--- src/rtl/burp_fetch_if.sv ---
// Fetch-sequencer bus: ROM port, ALU carry and execute-stage valid/ready handshake.
interface burp_fetch_if;
    logic [7:0] rom_addr;
    logic [7:0] rom_data;
    logic       carry;
    logic [7:0] instr;
    logic       instr_valid;
    logic       instr_ready;
    logic       jump_taken;

    modport master (
        output rom_addr, instr, instr_valid, jump_taken,
        input  rom_data, carry, instr_ready
    );

    modport slave (
        input  rom_addr, instr, instr_valid, jump_taken,
        output rom_data, carry, instr_ready
    );
endinterface

--- src/rtl/burp_fetch.sv ---
// BURP instruction fetch sequencer: owns the PC, resolves JMP/JC locally and
// issues every other instruction to execute over a single-outstanding valid/ready.
module burp_fetch #(
    parameter logic [7:0] RESET_PC = 8'h00,
    parameter logic [3:0] OP_JC    = 4'b1111,
    parameter logic [3:0] OP_JMP   = 4'b1110
) (
    input  logic          clk,
    input  logic          rst_n,
    burp_fetch_if.master  bus
);

    typedef enum logic [1:0] {
        FETCH  = 2'd0,
        TARGET = 2'd1,
        ISSUE  = 2'd2
    } state_e;

    state_e     state_q, state_d;
    logic [7:0] pc_q, pc_d;
    logic [7:0] ir_q, ir_d;
    logic       valid_q, valid_d;
    logic       jump_q, jump_d;

    always_ff @(posedge clk or negedge rst_n) begin
        if (!rst_n) begin
            state_q <= FETCH;
            pc_q    <= RESET_PC;
            ir_q    <= '0;
            valid_q <= 1'b0;
            jump_q  <= 1'b0;
        end else begin
            state_q <= state_d;
            pc_q    <= pc_d;
            ir_q    <= ir_d;
            valid_q <= valid_d;
            jump_q  <= jump_d;
        end
    end

    always_comb begin
        state_d = state_q;
        pc_d    = pc_q;
        ir_d    = ir_q;
        valid_d = valid_q;
        jump_d  = 1'b0;
        unique case (state_q)
            FETCH: begin
                ir_d = bus.rom_data;
                pc_d = pc_q + 8'd1;
                if (bus.rom_data[7:4] == OP_JMP || bus.rom_data[7:4] == OP_JC) begin
                    state_d = TARGET;
                end else begin
                    state_d = ISSUE;
                    valid_d = 1'b1;
                end
            end
            TARGET: begin
                // ir still holds the jump opcode; rom_data is the target byte.
                if (ir_q[7:4] == OP_JMP || bus.carry) begin
                    pc_d   = bus.rom_data;
                    jump_d = 1'b1;
                end else begin
                    pc_d = pc_q + 8'd1;
                end
                state_d = FETCH;
            end
            ISSUE: begin
                if (bus.instr_ready) begin
                    valid_d = 1'b0;
                    state_d = FETCH;
                end
            end
            default: state_d = FETCH;
        endcase
    end

    assign bus.rom_addr    = pc_q;
    assign bus.instr       = ir_q;
    assign bus.instr_valid = valid_q;
    assign bus.jump_taken  = jump_q;

endmodule
--- src/flat_wrapper.sv ---
// flat-port wrapper written by rule: the top's interface ports become plain ports
module burp_fetch_flat 
#(
    parameter logic [7:0] RESET_PC = 8'h00,
    parameter logic [3:0] OP_JC    = 4'b1111,
    parameter logic [3:0] OP_JMP   = 4'b1110
)
  (clk, rst_n, bus_rom_addr, bus_instr, bus_instr_valid, bus_jump_taken, bus_rom_data, bus_carry, bus_instr_ready);
  burp_fetch_if bus_i ();
  input  logic clk;
  input  logic rst_n;
  output wire logic [$bits(bus_i.rom_addr)-1:0] bus_rom_addr;
  output wire logic [$bits(bus_i.instr)-1:0] bus_instr;
  output wire logic [$bits(bus_i.instr_valid)-1:0] bus_instr_valid;
  output wire logic [$bits(bus_i.jump_taken)-1:0] bus_jump_taken;
  input wire logic [$bits(bus_i.rom_data)-1:0] bus_rom_data;
  input wire logic [$bits(bus_i.carry)-1:0] bus_carry;
  input wire logic [$bits(bus_i.instr_ready)-1:0] bus_instr_ready;
  assign bus_rom_addr = bus_i.rom_addr;
  assign bus_instr = bus_i.instr;
  assign bus_instr_valid = bus_i.instr_valid;
  assign bus_jump_taken = bus_i.jump_taken;
  assign bus_i.rom_data = bus_rom_data;
  assign bus_i.carry = bus_carry;
  assign bus_i.instr_ready = bus_instr_ready;
  burp_fetch #(.RESET_PC(RESET_PC), .OP_JC(OP_JC), .OP_JMP(OP_JMP)) u_core (.clk(clk), .rst_n(rst_n), .bus(bus_i));
endmodule
--- config.mk ---
export PLATFORM = sky130hd
export DESIGN_NAME = burp_fetch_flat
export DESIGN_NICKNAME = d
export VERILOG_FILES = /design/src/rtl/burp_fetch_if.sv /design/src/rtl/burp_fetch.sv /design/src/flat_wrapper.sv
export SDC_FILE = /design/constraint.sdc
export NUM_CORES = 1
export LEC_CHECK = 0
export CORE_MARGIN = 2
export CORE_UTILIZATION = 48
export CTS_BUF_LIST = sky130_fd_sc_hd__clkbuf_4 sky130_fd_sc_hd__clkbuf_8
export DETAILED_ROUTE_END_ITERATION = 12
export PLACE_DENSITY = 0.81
export RECOVER_POWER = 100
export SETUP_SLACK_MARGIN = 0.1
export SYNTH_ARGS = -nofsm -noshare
export SYNTH_HDL_FRONTEND = slang
export SYNTH_SLANG_ARGS = --single-unit
--- constraint.sdc ---
create_clock -name clk -period 1.9 [get_ports clk]
set_input_delay 0.57 -clock clk [delete_from_list [all_inputs] [get_ports clk]]
set_output_delay 0.57 -clock clk [all_outputs]
set_load 0.01 [all_outputs]
==> metrics, run 1 <==
result of the run=completed; Tightest Hold Check Type=flip-flop to flip-flop; final estimated routing congestion in global placement=roughly 0.81; count of nets after finishing=141; pre-CTS WS=-0.1781 ns; average wire per cell in the routed design=~15 microns; number of CTS-inserted buffers=3; most frequent cells in the layout=18 x sky130_fd_sc_hd__dfrtp_1, 14 x sky130_fd_sc_hd__mux2_2, 14 x sky130_fd_sc_hd__clkdlybuf4s25_1, 11 x sky130_fd_sc_hd__buf_4, 9 x sky130_fd_sc_hd__clkdlybuf4s50_1; total nets after synthesis=95; Port Buffer Count=29; antenna violations before repair=0; Vert. Die Dim=a little under 50 microns; number of hold buffers added after CTS=0; starting density of the core=roughly half; DRC violation count after routing=0; remaining antenna violation count after routing=0; peak supply drop=approximately 0.81 mV; chip width=between 40 and 50 microns; insertion delay to the later sink of the worst-skew pair=just over 0.3 ns; total routing usage reported by global routing=between 20 and 25%; PwrDens=between 1000 and 1500 nW/um^2; leading cell type in the layout, fill and taps excluded=sky130_fd_sc_hd__dfrtp_1; area overhead of the layout relative to synthesis=42.79%; maximum number of pins on one net before global-route repair=21; setup repair after global routing missed its margin=false; static leakage=0.6010 nW; Final min period=1.757 ns; maximum clock insertion buffer count=2; share of post-route cells with drive strength above 1=a little over a quarter; Max Fclk=between 500 and 600 MHz; number of fill cells=156; TritonCTS clock tree=built; setup TNS=0 ns; Ports=30; hold violation count in the final report=0; number of instances in the synthesized netlist=about 80; CORE AREA=between 1500 and 2000 sq um; number of synthesized register bits=20; Mean Syn Cell Area=around 12 sq um; final routed wirelength across all metal layers=roughly 2300 microns; Max H-tree Level=1; headroom to the max-slew limit=29.63%; startpoint type of the worst setup path=primary input; clock sink count=20; part of the cycle the worst path needs=between 90 and 100%; biggest fanout along the worst timing path=10; Die Outline Area=roughly 2500 sq um; Worst Skew=0.007987 ns; required arrival time at the worst endpoint=roughly 2.1 ns; Vias=around 800; Final Power=between 0.0015 and 0.002 W; starting DRC count in detailed routing=20; global-route wire length before repair=between 3000 and 4000 microns; proportion of synthesized chip area in sequential cells=approximately 50%; count of final setup violators=0; row cnt=16; worst setup margin=between 0.1 and 0.15 ns; Synth Cell Area=~1000 sq um; gr ovfl total=0; count of inserted antenna diode cells=0; CTS root buffer=sky130_fd_sc_hd__clkbuf_4; first-pass iteration count of the detailed router=4; routed via count divided by cell count=5.208; kind of capture point of the worst setup path=flip-flop; final HPWL from detailed placement=about 1600 microns; Worst Tran Pin Value=1.056 ns; max-cap violations=0; Max Slew Vio Count=0; clock-pin transition on the worst setup and hold timing paths=0.12 ns; Syn. warnings=0; critical path data arrival time=1.96 ns; vias in the first global route=about 800; kind of critical path=primary input to flip-flop; number of distinct standard cells referenced by the synthesized netlist=26
==> report_power, final <==
group	leakage, nW	internal [W]	switching, W	total (W)
sequential	0.232	0.000550	0.0000743	0.000625
clock	0.0210	0.000117	0.000137	0.000254
combinational	0.348	0.000456	0.000355	0.000811
==> layout make-up <==
type	count	area, sq um	share of cell area (%)
multi-input cells	55	449.2	31.55
well taps	27	33.78	2.373
flip-flops and latches	20	503.0	35.32
inverters	4	15.01	1.054
repair buffers	44	386.6	27.15
clock buffers	4	36.28	2.548
==> metrics by stage <==
step	hold WS, ns	instance area [sq um]	util [%]	cells
after floorplan	0.2744	997.2	-	82
after global placement	0.4846	1339	68.24	141
after detailed placement	0.4992	1339	68.24	141
after CTS	0.5216	1418	72.26	151
after global routing	0.5424	1424	72.58	154
final	0.5029	1424	72.58	154
==> registers in the layout (all words and copies together) (netlist names) <==
register                cells
u_core.bus.rom_addr         8
u_core.bus.instr_valid      1
u_core.bus.instr            8
u_core.bus.jump_taken       1
u_core.state_q              2
==> routing by layer <==
metal | GRT usage (%) | share of wire, % | up-vias
li1 | - | - | 393
met4 | 11.11 | 2.1 | 0
met2 | 33.33 | 49 | 20
met3 | 3.030 | 3.2 | 4
met1 | 29.19 | 46 | 385
met5 | 0 | 0 | -
==> what timing repair did <==
item,4_1_cts,5_1_grt
setup endpoints to repair,10,14
resized for setup,6,14
buffers inserted,6,3
==> cells in the mapped netlist, drive strengths merged <==
| cell | n | share of area [%] |
|---|---|---|
| a211oi | 1 | 0.75 |
| a21oi | 6 | 3.0 |
| a311o | 1 | 1.0 |
| and3 | 1 | 0.63 |
| and4 | 1 | 0.88 |
| and4b | 1 | 1.0 |
| buf | 3 | 2.8 |
| dfrtp | 20 | 50 |
| ha | 1 | 1.3 |
| inv | 4 | 1.5 |
| mux2 | 14 | 16 |
| mux2i | 3 | 3.0 |
| nand2 | 4 | 1.5 |
| nand2b | 1 | 0.63 |
| nand3 | 5 | 2.5 |
| nand4 | 2 | 1.3 |
| nor2 | 3 | 1.6 |
| nor2b | 1 | 0.63 |
| nor3 | 1 | 0.50 |
| nor4b | 1 | 2.4 |
| o21ai | 3 | 2.6 |
| o22a | 4 | 3.5 |
| o32a | 1 | 1.0 |
==> worst paths after layout <==
check | from | to | slack (ns) | depth (start not counted)
worst min register to register | u_core.state_q[1] | u_core.state_q[0] | 0.50 | 1
max in group asynchronous | rst_n | u_core.bus.rom_addr[2] | 0.25 | 2
min in group asynchronous | rst_n | u_core.bus.instr[0] | 0.94 | 2
worst max register to register | u_core.bus.instr[5] | u_core.bus.rom_addr[7] | 0.25 | 5
worst min-delay path | u_core.state_q[1] | u_core.state_q[0] | 0.50 | 1
worst max-delay path | bus_carry | u_core.bus.rom_addr[7] | 0.14 | 5
==> worst max-delay path, cell delays in order <==
cell                              delay, ns
sky130_fd_sc_hd__clkdlybuf4s50_1       0.44
sky130_fd_sc_hd__o21ai_4               0.31
sky130_fd_sc_hd__clkbuf_1              0.23
sky130_fd_sc_hd__o21ai_0               0.12
sky130_fd_sc_hd__a311o_1               0.28
==> cells by family (layout without fill, tap and decap cells) <==
kind of cell	Yosys count	in the layout	synth area share, %
buffers and inverters	7	52	4.265
flip-flops	20	20	50.19
AO/OA/AOI/OAI	16	16	11.92
multiplexers	17	17	18.82
AND/OR/NAND/NOR	21	21	13.55
adder cells (fa/ha/maj)	1	1	1.255
Note: power is estimated with default switching activity, not from simulation.
==> run 2, diff against run 1 <==
--- a/config.mk
+++ b/config.mk
@@ -5,8 +5,9 @@
 export SDC_FILE = /design/constraint.sdc
 export NUM_CORES = 1
 export LEC_CHECK = 0
+export CAP_MARGIN = 30
 export CORE_MARGIN = 2
-export CORE_UTILIZATION = 48
+export CORE_UTILIZATION = 43
 export CTS_BUF_LIST = sky130_fd_sc_hd__clkbuf_4 sky130_fd_sc_hd__clkbuf_8
 export DETAILED_ROUTE_END_ITERATION = 12
 export PLACE_DENSITY = 0.81
==> constraint.sdc (replaced) <==
create_clock -name clk -period 1.43 [get_ports clk]
set_input_delay 0.429 -clock clk [delete_from_list [all_inputs] [get_ports clk]]
set_output_delay 0.429 -clock clk [all_outputs]
set_load 0.01 [all_outputs]
==> metrics, run 2 (synthesis gave the netlist of run 1 again) <==
first-pass iteration count of the detailed router=6 (+2); remaining antenna violation count after routing=0 (unchanged); Die Outline Area=2720 sq um (+11%); share of post-route cells with drive strength above 1=50.34% (+24 points); antenna violations before repair=0 (unchanged); number of hold buffers added after CTS=0 (unchanged); start point of the worst min-delay path=u_core.bus.instr[3]; cell-by-cell listing of the critical path=clkdlybuf4s50_1 -> o21ai_4 -> buf_12 -> mux2_4 -> o22a_1; placed cell areas=1445 sq um (+7.9%); worst reg-to-reg path cell count=5 (unchanged); starting DRC count in detailed routing=21 (+5.0%); violations in the final reports=setup timing; TritonCTS clock tree=built; Max H-tree Level=1 (unchanged); kind of critical path=primary input to flip-flop; reg-to-reg startpoint=u_core.bus.instr[6]; DRC violation count after routing=0 (unchanged); critical path startpoint=bus_carry; Vias=944 (+18%); peak supply drop=1.005 mV (+24%); Port Buffer Count=29 (unchanged); hold path endpoint=u_core.bus.instr[3]; critical path data arrival time=1.82 ns (-0.14 ns); row cnt=17 (+1); leading cell type in the layout, fill and taps excluded=sky130_fd_sc_hd__buf_4; area overhead of the layout relative to synthesis=57.09%; CORE AREA=2212 sq um (+13%); Critical Path Max Stage Delay=0.48 ns (+0.04 ns); max-cap violations=0 (unchanged); maximum number of pins on one net before global-route repair=21 (unchanged); end of the worst register-to-register path=u_core.bus.rom_addr[4]; post-route design area=1567 sq um (+10%); required arrival time at the worst endpoint=1.63 ns (-0.48 ns); vias in the first global route=923 (+13%); Vert. Die Dim=52.16 microns (+5.2%); static leakage=0.7263 nW (+21%); Final min period=~1.6 ns; Worst Tran Pin Value=0.4911 ns (-0.5645 ns); Max Fclk=about 620 MHz; maximum clock insertion buffer count=2 (unchanged); count of nets after finishing=159 (+13%); final estimated routing congestion in global placement=0.7392 (-8.5%); chip width=52.16 microns (+5.2%); hold violation count in the final report=0 (unchanged); routed via count divided by cell count=5.457 (+4.8%); startpoint type of the worst setup path=primary input; number of CTS-inserted buffers=3 (unchanged); worst setup margin=-0.1919 ns (-0.3349 ns); biggest fanout along the worst timing path=5 (-5); result of the run=finished, violations left; headroom to the max-slew limit=67.26% (+38 points); final routed wirelength across all metal layers=2734 microns (+17%); part of the cycle the worst path needs=113.4%; Min-Delay Path Depth=1 (unchanged); final HPWL from detailed placement=1640 microns (+1.6%); CTS root buffer=sky130_fd_sc_hd__clkbuf_4; global-route wire length before repair=4388 microns (+11%); Cell Count, Final, Fillers Out=173 (+12%); Tightest Hold Check Type=flip-flop to flip-flop; average wire per cell in the routed design=15.80 microns (+4.1%); most frequent cells in the layout=25 x sky130_fd_sc_hd__buf_4, 19 x sky130_fd_sc_hd__dfrtp_1, 12 x sky130_fd_sc_hd__buf_2, 11 x sky130_fd_sc_hd__mux2_2, 10 x sky130_fd_sc_hd__buf_6; count of inserted antenna diode cells=0 (unchanged); Ports=30 (unchanged); setup repair after global routing missed its margin=true; insertion delay to the later sink of the worst-skew pair=0.31 ns (about the same); number of fill cells=165 (+5.8%); Post-Route Utilization=70.81% (-1.8 points); cell with the largest stage delay on the worst path=sky130_fd_sc_hd__clkdlybuf4s50_1; kind of capture point of the worst setup path=flip-flop; Post-Place Cells=156 (+11%); setup slack on the worst flop-to-flop path=-0.16 ns (-0.41 ns); Worst Skew=0.01140 ns (+0.003413 ns); total routing usage reported by global routing=22.68% (+1.2 points); starting density of the core=45.08% (-5.7 points); clock sink count=20 (unchanged); clock-pin transition on the worst setup and hold timing paths=0.11 ns (about the same); PwrDens=1548 nW/um^2 (+30%); gr ovfl total=0 (unchanged); Max Slew Vio Count=0 (unchanged); count of final setup violators=10 (+10)
-- run 2: cell type report --
| type | instances | area, sq um | area share, % |
|---|---|---|---|
| Clock buffer | 4 | 36.28 | 2.316 |
| Inverter | 4 | 15.01 | 0.9585 |
| Multi-Input combinational cell | 55 | 475.5 | 30.35 |
| Sequential cell | 20 | 501.7 | 32.03 |
| Tap cell | 28 | 35.03 | 2.236 |
| Timing Repair Buffer | 62 | 503.0 | 32.11 |
-- run 2: per-stage QoR --
| stage | setup TNS, ns | hold slack [ns] | total power, W | worst slack (ns) |
|---|---|---|---|---|
| after floorplan | -0.3455 | 0.1334 | 0.001340 | -0.1201 |
| after global placement | -3.253 | 0.4930 | 0.001935 | -0.4890 |
| after detailed placement | -3.267 | 0.5030 | 0.001973 | -0.5146 |
| after CTS | -1.096 | 0.4447 | 0.002372 | -0.1657 |
| after global routing | -1.631 | 0.5410 | 0.002570 | -0.2146 |
| final | -1.262 | 0.5201 | 0.002425 | -0.1919 |
-- run 2: per-layer routing --
| metal | vias up | global-route usage [%] | wire, microns |
|---|---|---|---|
| li1 | 426 | - | - |
| met1 | 469 | 28.07 | 1136 |
| met2 | 39 | 38.61 | 1401 |
| met3 | 10 | 4.885 | 134 |
| met5 | - | 0 | 0 |
| met4 | 0 | 8.547 | 62 |
-- run 2: repair_timing --
action | CTS | global route
resized for setup | 81 | 8
pin swaps | 3 | 4
buffers inserted | 14 | 1
endpoints found under the setup margin | 34 | 20
-- run 2: worst max path at each step --
stage                             endpoint  slack [ns]
floorplan           u_core.bus.rom_addr[1]       -0.12
global placement    u_core.bus.rom_addr[1]       -0.49
detailed placement  u_core.bus.rom_addr[1]       -0.51
CTS                 u_core.bus.rom_addr[2]       -0.17
global route        u_core.bus.rom_addr[4]       -0.21
finish              u_core.bus.rom_addr[4]       -0.19
-- run 2: power by group --
group / switching (W) / total, W / leakage [nW] / internal (W)
clock: 0.000185 / 0.000341 / 0.0210 / 0.000155
sequential: 0.0000986 / 0.000827 / 0.231 / 0.000728
combinational: 0.000542 / 0.00126 / 0.474 / 0.000716
-- run 2: worst max-delay path: cells and delay by family --
kind	cells	cell delay (ns)
buffers and inverters	2	0.63
muxes	1	0.29
AOI/OAI and AO/OA	2	0.47
